**src/rtl/ring_arbiter_pkg.sv**
```systemverilog
// ring_arbiter_pkg: shared types and default constants for the ring arbiter.
//   state_e          - arbiter FSM state (IDLE: no owner, OWNED: one owner)
//   N_DEFAULT        - default number of requesters
//   MAX_HOLD_DEFAULT - default maximum tenure when preemption is compiled in
package ring_arbiter_pkg;

  typedef enum logic {
    IDLE  = 1'b0,
    OWNED = 1'b1
  } state_e;

  localparam int unsigned N_DEFAULT        = 4;
  localparam int unsigned MAX_HOLD_DEFAULT = 8;

endpackage

```
**src/rtl/ring_arbiter_if.sv**
```systemverilog
// ring_arbiter_if: request/grant bundle between requesters and the arbiter.
//   req    - per-requester level request (driven by master)
//   gnt    - one-hot grant or all-zero (driven by slave)
//   gnt_id - index of the current owner, 0 when no owner
//   busy   - high while a grant is outstanding
// Modports: master (requester side), slave (arbiter side).
interface ring_arbiter_if
  import ring_arbiter_pkg::*;
#(
  parameter int unsigned N = N_DEFAULT
) ();

  localparam int unsigned W = (N > 1) ? $clog2(N) : 1;

  logic [N-1:0] req;
  logic [N-1:0] gnt;
  logic [W-1:0] gnt_id;
  logic         busy;

  modport master (output req, input gnt, input gnt_id, input busy);
  modport slave  (input req, output gnt, output gnt_id, output busy);

endinterface

```
**src/rtl/ring_ptr.sv**
```systemverilog
// ring_ptr: one-hot round-robin priority pointer.
//   clk       - rising-edge clock
//   rst_n     - asynchronous active-low reset, pointer returns to bit 0
//   rotate_en - load the pointer on this edge
//   load_idx  - index the pointer becomes one-hot at when rotate_en is high
//   ptr       - one-hot highest-priority position
module ring_ptr
  import ring_arbiter_pkg::*;
#(
  parameter int unsigned N = N_DEFAULT
) (
  input  logic                 clk,
  input  logic                 rst_n,
  input  logic                 rotate_en,
  input  logic [$clog2(N)-1:0] load_idx,
  output logic [N-1:0]         ptr
);

  logic [N-1:0] ptr_q, ptr_d;

  always_comb begin
    ptr_d = ptr_q;
    if (rotate_en) ptr_d = N'(1) << load_idx;
  end

  always_ff @(posedge clk or negedge rst_n) begin
    if (!rst_n) ptr_q <= N'(1);
    else        ptr_q <= ptr_d;
  end

  assign ptr = ptr_q;

endmodule

```
**src/rtl/ring_arbiter.sv**
```systemverilog
// ring_arbiter: round-robin arbiter with a rotating one-hot priority pointer.
// The owner keeps the grant while its request stays high; on release the
// pointer moves past the owner and the grant passes on without an idle cycle.
//   clk   - rising-edge clock
//   rst_n - asynchronous active-low reset
//   bus   - ring_arbiter_if.slave (req in; gnt, gnt_id, busy out)
// Optional macro RING_ARBITER_PREEMPT_EN adds a tenure counter that forces
// rotation after MAX_HOLD cycles when another requester is waiting.
module ring_arbiter
  import ring_arbiter_pkg::*;
#(
  parameter int unsigned N        = N_DEFAULT,
  parameter int unsigned MAX_HOLD = MAX_HOLD_DEFAULT
) (
  input  logic           clk,
  input  logic           rst_n,
  ring_arbiter_if.slave  bus
);

  localparam int unsigned W = $clog2(N);

  state_e       state_q, state_d;
  logic [W-1:0] owner_q, owner_d;
  logic [N-1:0] ptr;
  logic [W-1:0] ptr_idx;
  logic         rotate_en;
  logic [W-1:0] load_idx;
  logic [W-1:0] nxt_idx;
  logic [N-1:0] others;
  logic         handoff;

  // First set bit of r at or above base, wrapping from N-1 to 0.
  function automatic logic [W-1:0] pick(input logic [N-1:0] r, input logic [W-1:0] base);
    logic [W-1:0] win;
    int unsigned  idx;
    win = '0;
    // Scan from the farthest offset down so the nearest hit is written last.
    for (int unsigned k = N; k > 0; k--) begin
      idx = (32'(base) + k - 1) % N;
      if (r[idx]) win = W'(idx);
    end
    return win;
  endfunction

  ring_ptr #(.N(N)) u_ptr (
    .clk       (clk),
    .rst_n     (rst_n),
    .rotate_en (rotate_en),
    .load_idx  (load_idx),
    .ptr       (ptr)
  );

  always_comb begin
    ptr_idx = '0;
    for (int unsigned i = 0; i < N; i++) begin
      if (ptr[i]) ptr_idx = W'(i);
    end
  end

`ifdef RING_ARBITER_PREEMPT_EN
  localparam int unsigned CW = $clog2(MAX_HOLD + 1);
  localparam logic [CW-1:0] CNT_LIM = CW'(MAX_HOLD - 1);

  logic [CW-1:0] cnt_q, cnt_d;
  logic          grant_new;
`endif

  always_comb begin
    state_d   = state_q;
    owner_d   = owner_q;
    rotate_en = 1'b0;
    load_idx  = '0;
    nxt_idx   = (owner_q == W'(N - 1)) ? '0 : owner_q + 1'b1;
    others    = bus.req & ~(N'(1) << owner_q);
    handoff   = !bus.req[owner_q];
`ifdef RING_ARBITER_PREEMPT_EN
    grant_new = 1'b0;
    if (cnt_q == CNT_LIM && |others) handoff = 1'b1;
`endif
    case (state_q)
      IDLE: begin
        if (|bus.req) begin
          state_d = OWNED;
          owner_d = pick(bus.req, ptr_idx);
`ifdef RING_ARBITER_PREEMPT_EN
          grant_new = 1'b1;
`endif
        end
      end
      OWNED: begin
        if (handoff) begin
          rotate_en = 1'b1;
          load_idx  = nxt_idx;
          // Winner is chosen under the rotated pointer in the same edge.
          if (|others) begin
            owner_d = pick(others, nxt_idx);
`ifdef RING_ARBITER_PREEMPT_EN
            grant_new = 1'b1;
`endif
          end else begin
            state_d = IDLE;
            owner_d = '0;
          end
        end
      end
      default: begin
        state_d = IDLE;
        owner_d = '0;
      end
    endcase
  end

`ifdef RING_ARBITER_PREEMPT_EN
  always_comb begin
    cnt_d = cnt_q;
    if (grant_new)                                  cnt_d = '0;
    else if (state_q == OWNED && cnt_q != CNT_LIM)  cnt_d = cnt_q + 1'b1;
  end

  always_ff @(posedge clk or negedge rst_n) begin
    if (!rst_n) cnt_q <= '0;
    else        cnt_q <= cnt_d;
  end
`endif

  always_ff @(posedge clk or negedge rst_n) begin
    if (!rst_n) begin
      state_q <= IDLE;
      owner_q <= '0;
    end else begin
      state_q <= state_d;
      owner_q <= owner_d;
    end
  end

  assign bus.busy   = (state_q == OWNED);
  assign bus.gnt    = (state_q == OWNED) ? (N'(1) << owner_q) : '0;
  assign bus.gnt_id = (state_q == OWNED) ? owner_q : '0;

endmodule

```
**src/flat_wrapper.sv**
```systemverilog
// flat-port wrapper written by rule: the top's interface ports become plain ports
module ring_arbiter_flat import ring_arbiter_pkg::*;
#(
  parameter int unsigned N        = N_DEFAULT,
  parameter int unsigned MAX_HOLD = MAX_HOLD_DEFAULT
)
  (clk, rst_n, bus_req, bus_gnt, bus_gnt_id, bus_busy);
  ring_arbiter_if #(.N(N)) bus_i ();
  input  logic clk;
  input  logic rst_n;
  input wire logic [$bits(bus_i.req)-1:0] bus_req;
  output wire logic [$bits(bus_i.gnt)-1:0] bus_gnt;
  output wire logic [$bits(bus_i.gnt_id)-1:0] bus_gnt_id;
  output wire logic [$bits(bus_i.busy)-1:0] bus_busy;
  assign bus_i.req = bus_req;
  assign bus_gnt = bus_i.gnt;
  assign bus_gnt_id = bus_i.gnt_id;
  assign bus_busy = bus_i.busy;
  ring_arbiter #(.N(N), .MAX_HOLD(MAX_HOLD)) u_core (.clk(clk), .rst_n(rst_n), .bus(bus_i));
endmodule
```
**config.mk**
```make
export PLATFORM = sky130hd
export DESIGN_NAME = ring_arbiter_flat
export DESIGN_NICKNAME = d
export VERILOG_FILES = /design/src/rtl/ring_arbiter_pkg.sv /design/src/rtl/ring_arbiter_if.sv /design/src/rtl/ring_ptr.sv /design/src/rtl/ring_arbiter.sv /design/src/flat_wrapper.sv
export SDC_FILE = /design/constraint.sdc
export NUM_CORES = 1
export LEC_CHECK = 0
export BUFFER_PORTS_ARGS = -buffer_cell sky130_fd_sc_hd__clkbuf_2
export CAP_MARGIN = 20
export CORE_ASPECT_RATIO = 1.1
export CORE_MARGIN = 3
export CORE_UTILIZATION = 35
export CTS_CLUSTER_DIAMETER = 40
export DETAILED_ROUTE_END_ITERATION = 10
export PLACE_DENSITY = 0.54
export SYNTH_ARGS = -nofsm -noshare
export SYNTH_HDL_FRONTEND = slang
export SYNTH_SLANG_ARGS = --single-unit
```
**constraint.sdc**
```tcl
create_clock -name clk -period 4.99 [get_ports clk]
set_clock_uncertainty 0.1 [all_clocks]
set_input_delay 0.499 -clock clk [delete_from_list [all_inputs] [get_ports clk]]
set_output_delay 0.499 -clock clk [all_outputs]
set_load 0.005 [all_outputs]
```
Word level (Yosys, flattened, before mapping)
Index checks and enable logic that the tools add are counted.
{ "classes": {"add_sub_neg": 17, "magnitude_cmp": 9, "n_eq_ne": 3, "n_shift": 2, "n_mux": 44, "bitwise_logic": 3, "n_reduce_logical": 3} }
{ "op_table": {"columns": ["operator", "count"], "rows": [
  ["$mux W2", 17],
  ["$lt A2 B3 Y1 const B", 9],
  ["$bmux W1 S2", 9],
  ["$sub A2 B1 Y2 const B", 8],
  ["$mux W1", 15],
  ["$add A2 B1 Y2 const B", 5],
  ["$add A2 B2 Y2 const B", 4],
  ["$reduce_or A4 Y1", 2],
  ["$shl A1 B2 Y4 const A", 2],
  ["$and A4 B4 Y4", 1],
  ["$mux W4", 1],
  ["$not A4 Y4", 1],
  ["$pmux W2 S2", 1],
  ["$eq A2 B2 Y1 const B", 1],
  ["$ne A2 B1 Y1 const B", 1],
  ["$ne A2 B2 Y1 const B", 1],
  ["$pmux W1 S2", 1],
  ["$reduce_and A2 Y1", 1],
  ["$not A1 Y1", 1]
]} }
{ "totals": {"register_bits": 7, "inputBits": 6, "out_inout_bits": 7, "elab_cells": 84} }

Longest topological paths before layout
Gate-level depths: netlist of the first run.
{ "depth": {"depth_word": 13, "depth_mapped": 7, "ltp_nobuf": 7} }

Modules after synthesis
From an unflattened synthesis of the first run, not the netlist that was laid out.
{ "hier_totals": {"cells_unflattened": 90, "hier_area_um2": 753.2} }
{ "modules_own_cells": {"columns": ["mod", "instances", "cells_each", "area_per_inst_um2"], "rows": [
  ["ring_arbiter", 1, 75, 586.8],
  ["ring_ptr", 1, 15, 166.4]
]} }

Least setup slack after synthesis of the first run
OpenSTA, ideal clock, no wires.
{ "synth_path": {"path_kind": "input to register", "startpoint": "input port bus_req[2]", "endpoint": "register u_core.owner_q[0]", "setup_time_ps": 128, "t_arrival_ps": 1722, "path_slack_ps": 3039, "path_stages": 6, "path_buffers": 1, "path_cell_list": "buf_6 > mux2_4 > a222oi_1 > o311ai_1 > a221oi_2 > o22ai_1"} }
{ "synth_between": {"elab_chain_len": 10, "elab_cells_between_ends": 36, "cone_classes": "eq/ne: 2; mux: 30; bitwise: 1; reduce/logical: 3"} }
{ "synth_rtl": {"columns": ["item", "line", "text"], "rows": [
  ["start: declaration", "flat_wrapper.sv:11", "input wire logic [$bits(bus_i.req)-1:0] bus_req;"],
  ["$and A4 B4 Y4", "ring_arbiter.sv:74", "others = bus.req & ~(N'(1) << owner_q);"],
  ["$bmux W1 S2", "ring_arbiter.sv:40", "if (r[idx]) win = W'(idx);"],
  ["$mux W1 (not written as such)", "ring_arbiter.sv:40", null],
  ["$mux W2 (4 in series)", "ring_arbiter.sv:40", null],
  ["$mux W2", "ring_arbiter.sv:95", "if (|others) begin"],
  ["$mux W2", "ring_arbiter.sv:91", "if (handoff) begin"],
  ["$pmux W2 S2", "ring_arbiter.sv:80", "case (state_q)"],
  ["end signal: assignment", "ring_arbiter.sv:132", "owner_q <= owner_d;"],
  ["end: declaration", "ring_arbiter.sv:23", "logic [W-1:0] owner_q, owner_d;"]
]} }
Several ways; a longest one is shown, not always the timed one. The select of a mux whose other input is x is not followed.
A chain may end at the register's enable or synchronous reset.

Worst setup path in the final report of the first run
{ "layout_path": {"startpoint": "register u_core.owner_q[0]", "endpoint": "register u_core.owner_q[1]"} }
{ "layout_between": {"elab_chain_len": 13, "elab_cells_between_ends": 34, "cone_classes": "add/sub: 9; eq/ne: 2; shift: 1; mux: 18; bitwise: 2; reduce/logical: 2"} }
{ "layout_rtl": {"columns": ["item", "line", "text"], "rows": [
  ["$add A2 B1 Y2 / $eq A2 B2 Y1 (equally long branches)", "ring_arbiter.sv:73", "nxt_idx = (owner_q == W'(N - 1)) ? '0 : owner_q + 1'b1;"],
  ["$mux W2", "ring_arbiter.sv:73", null],
  ["$add A2 B1 Y2", "ring_arbiter.sv:39", "idx = (32'(base) + k - 1) % N;"],
  ["$sub A2 B1 Y2", "ring_arbiter.sv:39", null],
  ["$bmux W1 S2", "ring_arbiter.sv:40", null],
  ["$mux W1 (not written as such)", "ring_arbiter.sv:40", null],
  ["$mux W2 (4 in series)", "ring_arbiter.sv:40", null],
  ["$mux W2", "ring_arbiter.sv:95", null],
  ["$mux W2", "ring_arbiter.sv:91", null],
  ["$pmux W2 S2", "ring_arbiter.sv:80", null]
]} }
Several ways; a longest one is shown, not always the timed one. The select of a mux whose other input is x is not followed.

==> metrics, run 1 <==
highest cell delay on the worst timing path=0.63 ns; Routed Wire Length=2148 µm; Starting Density=38.71%; final hold violation count=0; number of nets with antenna violations after detailed routing=0; CTS resizes=0; total number of H-tree levels=1; DP Cell Count=134; root cell of the clock tree=sky130_fd_sc_hd__clkbuf_4; R2R depth=6; number of iterations in the first detailed-routing pass=5; Worst EP required=5.01 ns; Min Clock Period, post-route=2.372 ns; CTS hold repair buffers=1; placeable core area=0.002127 mm²; f_max=0.4215 GHz; combinational share of power=70.5%; Data arrival, critical path=~2.4 ns; global-route congestion overflow total=0; Total Die Area=0.002971 mm²; switch share=50.09%; count of flip-flops with a built-in enable after synthesis=0; Mapped Nets=112; Setup WS post-layout=2.618 ns; Die Span Y=56.87 µm; final max-slew violation count=0; DP HPWL=1605 µm; clock transition at the registers of the reported paths=0.05 ns; filler cell count in the final layout=244; xor and xnor fraction of the mapped netlist area=0%; wire length per cell=15.57 µm; crit share post-route=a little under half; critical path endpoint category=register; Max VDD drop=0.3169 mV; antenna violations before repair=0; syn avg cell area=approximately 8.1 µm²; Starting DRT DRC Count=27; maximum number of pins on one net before global-route repair=15; Top-Level Pins=13; DIE WIDTH=between 50 and 60 µm; unrepaired setup endpoints after global routing=false; portion of netlist area occupied by mux cells=roughly 13%; complex-gate fraction of the synthesized area=27.20%; ys async rst share=between 90% and 100%; final std cells w/o fill=138; antenna fix cells=0; sequential group share of total power=21.7%; Max stage delay cell, worst path=sky130_fd_sc_hd__dfrtp_1; setup total negative slack=0 ns; Worst Max-Slew Pin Slew=0.6253 ns; Static Leak=0.3946 nW; Post-Synth Adder-Cell Area=6.079%; number of buffers created by CTS=3; count of max-cap constraint violations=0; total setup violations reported at the end of the flow=0; minimum setup slack after placement=2.656 ns; synthesized-area fraction occupied by and/or/nand/nor cells=26.29%; floorplan row count=17; Synth Flop Type=sky130_fd_sc_hd__dfrtp_1; synthesized netlist cell count=102; growth of design area from synthesis to finish=8.359%; maximum fanout encountered on the critical timing path=14; power per cell area=around 640 mW/mm²; portion of the post-synthesis area used by sequential elements=18.24%; dominant combinational cell family by area after synthesis=compound AO/OA/AOI/OAI gates; number of warnings printed during yosys synthesis=0; critical path type=register to register; netlist area before placement=823.3 µm²; number of remaining DRC errors=0; setup bufs post-CTS=0; wire length of the first global-routing pass=between 3000 and 4000 µm; global placement routability congestion=roughly 0.94; net total in the final layout=~120; Worst setup SP type=register; share of power burned in the clock network=7.8%; GRT Overall Usage=15.65%; ratio of cells with drive above 1 in the final layout=21.82%; via count of the first global-routing pass=755; Psw=0.0002879 W; sinks on the clock net=6; cells along the critical path=inv_1 -> ha_1 -> o21ai_1 -> a211oi_1 -> nor3_1 -> o32a_1; latest clock arrival within the worst-skew pair=0.24 ns; Internal Pwr Total=roughly 0.00029 W; flip-flop and latch count after synthesis=6; headroom to the max-slew limit=between 50% and 60%; via density per instance=5.920; smallest hold slack=just over 0.5 ns; Port-buffer cells=12; maximum buffer depth of the clock tree=2; number of vias after detailed routing=817; post-synthesis cell type count=43; min-delay worst type=input pin to async pin; CTS tree=built; run status=finished clean
-- metal layers --
layer / global-route usage, % / wire [µm] / part of all wire [%] / vias to the layer above
li1: - / - / - / 399
met1: 21.03 / 955 / 44 / 382
met2: 24.42 / 1061 / 49 / 36
met3: 4.509 / 132 / 6.1 / 0
met4: 3.650 / 0 / 0 / 0
met5: 0 / 0 / 0 / -
-- final timing paths --
check	end	slack (ns)	startpoint
max in group asynchronous	u_core.owner_q[1]	4.11	rst_n
min in group clk	u_core.u_ptr.ptr[1]	0.56	u_core.u_ptr.ptr[1]
worst max-delay path	u_core.owner_q[1]	2.62	u_core.owner_q[0]
worst min register to register	u_core.u_ptr.ptr[1]	0.56	u_core.u_ptr.ptr[1]
worst min-delay path	u_core.u_ptr.ptr[2]	0.51	rst_n
worst max register to register	u_core.owner_q[1]	2.62	u_core.owner_q[0]
-- Yosys cell counts (2+ instances only) --
cell                       number  share of area, %
sky130_fd_sc_hd__ha_1           4               6.1
sky130_fd_sc_hd__mux2i_2        2               3.3
sky130_fd_sc_hd__buf_6          3               4.1
sky130_fd_sc_hd__nand2_1        9               4.1
sky130_fd_sc_hd__buf_2          2               1.2
sky130_fd_sc_hd__o41ai_1        2               2.1
sky130_fd_sc_hd__a21oi_1        6               3.6
sky130_fd_sc_hd__nor2_1         9               4.1
sky130_fd_sc_hd__and2_1         4               3.0
sky130_fd_sc_hd__nand3b_1       3               2.7
sky130_fd_sc_hd__a22oi_1        2               1.8
sky130_fd_sc_hd__mux2_1         2               2.7
sky130_fd_sc_hd__o21ai_0        3               1.8
sky130_fd_sc_hd__mux2i_1        4               4.9
sky130_fd_sc_hd__inv_1          5               2.3
sky130_fd_sc_hd__nor2b_1        3               2.3
sky130_fd_sc_hd__dfrtp_1        6                18
sky130_fd_sc_hd__clkbuf_1       2              0.91
sky130_fd_sc_hd__nor4b_1        2               2.1
sky130_fd_sc_hd__nor3_1         4               2.4
sky130_fd_sc_hd__o22ai_1        3               2.3
-- cells by family after synthesis --
logic type,count (synthesis)
AO/OA/AOI/OAI,30
adder cells (fa/ha/maj),4
buffers and inverters,13
flip-flops,6
multiplexers,9
AND/OR/NAND/NOR,40
-- per-stage QoR --
step | area (µm²) | total power, W | utilization [%]
after floorplan | 823.3 | 0.0004255 | -
after global placement | 859.6 | 0.0005240 | 40.41
after detailed placement | 859.6 | 0.0005261 | 40.41
after CTS | 892.1 | 0.0005764 | 41.94
after global routing | 892.1 | 0.0006328 | 41.94
final | 892.1 | 0.0005748 | 41.94
-- state kept, by name, summed over array words and instances (netlist names) --
register,count
u_core.u_ptr.ptr,3
u_core.owner_q,2
u_core.bus.busy,1
-- power groups by stage --
stage	sequential [W]	clock [W]	combinational [W]
after floorplan	0.0000932	0	0.000332
after global placement	0.000126	0	0.000398
after detailed placement	0.000126	0	0.000400
after CTS	0.000125	0.0000482	0.000403
after global routing	0.000132	0.0000511	0.000450
final	0.000124	0.0000448	0.000406
-- cell usage in the layout, fill, tap and decap left out, types with 2 or more instances in the layout --
cell type / n
sky130_fd_sc_hd__clkbuf_2: 12
sky130_fd_sc_hd__nor2_1: 9
sky130_fd_sc_hd__nand2_1: 9
sky130_fd_sc_hd__a21oi_1: 6
sky130_fd_sc_hd__dfrtp_1: 6
sky130_fd_sc_hd__inv_1: 5
sky130_fd_sc_hd__and2_1: 4
sky130_fd_sc_hd__mux2i_1: 4
sky130_fd_sc_hd__nor3_1: 4
sky130_fd_sc_hd__ha_1: 4
sky130_fd_sc_hd__nor2b_1: 3
sky130_fd_sc_hd__nand3b_1: 3
sky130_fd_sc_hd__o21ai_0: 3
sky130_fd_sc_hd__o22ai_1: 3
sky130_fd_sc_hd__clkbuf_4: 3
sky130_fd_sc_hd__mux2i_2: 2
sky130_fd_sc_hd__o41ai_1: 2
sky130_fd_sc_hd__mux2_1: 2
sky130_fd_sc_hd__a22oi_1: 2
sky130_fd_sc_hd__nor4b_1: 2
-- final cells by class --
| class | instances | area [µm²] | share of cell area (%) |
|---|---|---|---|
| clock buffer | 3 | 22.52 | 2.525 |
| inverter | 5 | 18.77 | 2.104 |
| multi-input combinational | 83 | 595.6 | 66.76 |
| sequential | 6 | 150.1 | 16.83 |
| tap | 28 | 35.03 | 3.927 |
| timing repair buffer | 13 | 70.07 | 7.854 |
-- worst max-delay path: cells and delay by family (launching register included) --
kind / cells / cell delay (ns)
DFF: 1 / 0.63
AOI/OAI and AO/OA: 3 / 0.64
and+or+nand+nor: 1 / 0.09
adders and majority gates: 1 / 0.55
buffers and inverters: 1 / 0.24
No activity file was read; power rests on OpenSTA's default activity.
==> run 2: changes to the inputs <==
--- a/config.mk
+++ b/config.mk
@@ -12,7 +12,7 @@
 export CORE_UTILIZATION = 35
 export CTS_CLUSTER_DIAMETER = 40
 export DETAILED_ROUTE_END_ITERATION = 10
-export PLACE_DENSITY = 0.54
+export PLACE_DENSITY = 0.56
 export SYNTH_ARGS = -nofsm -noshare
 export SYNTH_HDL_FRONTEND = slang
 export SYNTH_SLANG_ARGS = --single-unit
==> constraint.sdc (replaced) <==
create_clock -name clk -period 2.15 [get_ports clk]
set_clock_uncertainty 0.1 [all_clocks]
set_input_delay 0.215 -clock clk [delete_from_list [all_inputs] [get_ports clk]]
set_output_delay 0.215 -clock clk [all_outputs]
set_load 0.005 [all_outputs]
==> run 2 against run 1 <==
Effect of this change:
- worst hold slack got worse by 0.29 ns
- register-to-register slack lost 2.5 ns
- non-clock buffer count grew 6
- sequential power is 110% higher
- fmax grew 19%
- flip-flop and latch count stayed put
- combinational power grew to 2.5 times the previous value
- clock power up 140%
- die area unchanged
- critical path depth fell by 1
==> metrics, run 2 (same netlist as run 1, synthesis figures left out) <==
run status=finished clean; headroom to the max-slew limit=62.43% (+4.7 points); wire length per cell=15.54 µm (-0.15%); final hold violation count=0 (unchanged); clock transition at the registers of the reported paths=0.05 ns (about the same); Critical Path Sink=u_core.owner_q[0]; busiest metal layer after global routing=met2; growth of design area from synthesis to finish=13.98%; sequential group share of total power=19.0% (-2.7 points); cells along the critical path=mux2_4 -> a222oi_1 -> o311ai_1 -> a221oi_2 -> o22ai_1; Worst Max-Slew Pin Slew=0.5563 ns (-0.06900 ns); global placement routability congestion=0.9037 (-3.5%); switch share=48.52% (-1.6 points); Worst EP required=2.18 ns (-2.83 ns); R2R depth=5 (-1); met2 track demand over resource in global routing=27.11% (+2.7 points); placeable core area=0.002127 mm² (unchanged); Top-Level Pins=13 (unchanged); antenna violations before repair=0 (unchanged); root cell of the clock tree=sky130_fd_sc_hd__clkbuf_4; via count of the first global-routing pass=861 (+14%); ratio of cells with drive above 1 in the final layout=26.72% (+4.9 points); Starting Density=38.71% (unchanged); Psw=0.0006751 W (+130%); count of max-cap constraint violations=0 (unchanged); final max-slew violation count=0 (unchanged); sinks on the clock net=6 (unchanged); most common cell after layout, fill and taps aside=sky130_fd_sc_hd__clkbuf_2; Worst setup SP type=register; net total in the final layout=128 (+4.9%); latest clock arrival within the worst-skew pair=0.25 ns (about the same); PnR Total Power=0.001391 W (+140%); global-route congestion overflow total=0 (unchanged); Die Span Y=56.87 µm (unchanged); via density per instance=5.743 (-3.0%); setup bufs post-CTS=0 (unchanged); DP HPWL=1702 µm (+6.1%); Total Die Area=0.002971 mm² (unchanged); floorplan row count=17 (unchanged); Starting DRT DRC Count=40 (+48%); start point of the critical path=u_core.u_ptr.ptr[1]; critical path endpoint category=register; highest cell delay on the worst timing path=0.45 ns (-0.18 ns); met3 track demand over resource=3.979% (-0.53 points); startpoint of the lowest-slack register-to-register path=u_core.u_ptr.ptr[1]; kind of cell with the highest combined delay on the critical path=compound AO/OA/AOI/OAI gates; met1 Track Usage GR=22.08% (+1.1 points); DIE WIDTH=52.24 µm (unchanged); multi-input combinational cell area=595.6 µm² (unchanged); crit share post-route=92.44% (+45 points); setup total negative slack=0 ns (unchanged); Routed Wire Length=2238 µm (+4.2%); number of vias after detailed routing=827 (+1.2%); critical path type=register to register; Min Clock Period, post-route=1.988 ns (-0.3848 ns); total setup violations reported at the end of the flow=0 (unchanged); wire length of the first global-routing pass=3946 µm (+10%); Max stage delay cell, worst path=sky130_fd_sc_hd__dfrtp_2; maximum number of pins on one net before global-route repair=12 (-3); Data arrival, critical path=2.02 ns (-0.37 ns); power per cell area=1483 mW/mm² (+130%); sequential cell area in the final layout=151.4 µm² (+0.83%); share of power burned in the clock network=7.7% (about the same); register-to-register setup slack=0.16 ns (-2.46 ns); Port-buffer cells=12 (unchanged); Internal Pwr Total=0.0007162 W (+150%); filler cell count in the final layout=212 (-13%); min-delay worst type=input pin to async pin; maximum buffer depth of the clock tree=2 (unchanged); antenna fix cells=0 (unchanged); number of iterations in the first detailed-routing pass=4 (-1); CTS tree=built; maximum fanout encountered on the critical timing path=6 (-8); most frequent cells in the layout=sky130_fd_sc_hd__clkbuf_2 (12), sky130_fd_sc_hd__nor2_1 (9), sky130_fd_sc_hd__nand2_1 (9), sky130_fd_sc_hd__a21oi_1 (6), sky130_fd_sc_hd__buf_4 (6); number of remaining DRC errors=0 (unchanged); number of flip-flops in the largest register=3 (unchanged); Critical R2R Capture=u_core.owner_q[0]; Max VDD drop=0.8057 mV (+150%); combinational share of power=73.3% (+2.8 points); number of gates on the worst path with buffers counted=5 (-1); f_max=0.5031 GHz (+19%); Static Leak=0.4228 nW (+7.1%); Buffers & Inverters on Critical Path=0 (-1); number of nets with antenna violations after detailed routing=0 (unchanged); total number of H-tree levels=1 (unchanged); GRT Overall Usage=16.96% (+1.3 points); number of buffers created by CTS=3 (unchanged); unrepaired setup endpoints after global routing=false
==> run 2: cell types whose count changed in the layout (fill, tap and decap cells not counted) <==
cell and change:
sky130_fd_sc_hd__buf_4 +6, sky130_fd_sc_hd__dfrtp_1 -1, sky130_fd_sc_hd__dfrtp_2 +1
==> run 2: power by group through the flow <==
stage               Clock, W  Combinational [W]  Sequential [W]
floorplan                  0           0.000771        0.000216
global placement           0            0.00101        0.000262
detailed placement         0            0.00101        0.000265
CTS                 0.000112            0.00102        0.000262
global route        0.000122            0.00114        0.000277
finish              0.000107            0.00102        0.000264
==> run 2: worst min-delay path by stage <==
| stage | to | cells past startpoint | startpoint | slack [ns] |
|---|---|---|---|---|
| CTS | u_core.u_ptr.ptr[2] | 2 | rst_n | 0.23 |
| detailed placement | u_core.u_ptr.ptr[2] | 1 | rst_n | -0.04 |
| global placement | u_core.u_ptr.ptr[2] | 1 | rst_n | -0.05 |
| floorplan | u_core.bus.busy | 0 | rst_n | -0.18 |
| finish | u_core.owner_q[0] | 2 | rst_n | 0.23 |
| global route | u_core.u_ptr.ptr[2] | 2 | rst_n | 0.24 |
==> run 2: routing by layer <==
layer  vias to the layer above  wire, µm
met5                         -         0
met4                         0        53
met3                         6       114
met2                        33      1066
met1                       381      1003
li1                        407         -
==> run 2: what timing repair did <==
item | CTS | global route
resized for setup | 0 | 1
hold buffers | 1 | 0
setup endpoints to repair | 0 | 1
endpoints found under the hold margin | 6 | 0
==> run 2: final cells by class <==
type                            count  area share, %
Inverter                            5          2.000
Sequential cell                     6          16.13
Timing Repair Buffer               19          12.27
Clock buffer                        3          2.400
Tap cell                           28          3.733
Multi-Input combinational cell     83          63.47
==> run 2: per-stage QoR <==
| step | hold slack [ns] | utilization [%] | cells | worst slack [ns] | instance area [µm²] |
|---|---|---|---|---|---|
| 2_1_floorplan | -0.1806 | - | 102 | 0.2856 | 823.3 |
| 3_3_place_gp | -0.04856 | 42.53 | 140 | 0.1966 | 904.6 |
| 3_5_place_dp | -0.04208 | 42.53 | 140 | 0.1446 | 904.6 |
| 4_1_cts | 0.2303 | 44.06 | 144 | 0.1348 | 937.1 |
| 5_1_grt | 0.2406 | 44.12 | 144 | 0.01017 | 938.4 |
| 6_report | 0.2266 | 44.12 | 144 | 0.1625 | 938.4 |
==> run 2: worst reg2reg max path: stages (launching register included) <==
cell and delay [ns]:
sky130_fd_sc_hd__dfrtp_2 0.45, sky130_fd_sc_hd__mux2_4 0.31, sky130_fd_sc_hd__a222oi_1 0.38, sky130_fd_sc_hd__o311ai_1 0.18, sky130_fd_sc_hd__a221oi_2 0.33, sky130_fd_sc_hd__o22ai_1 0.12
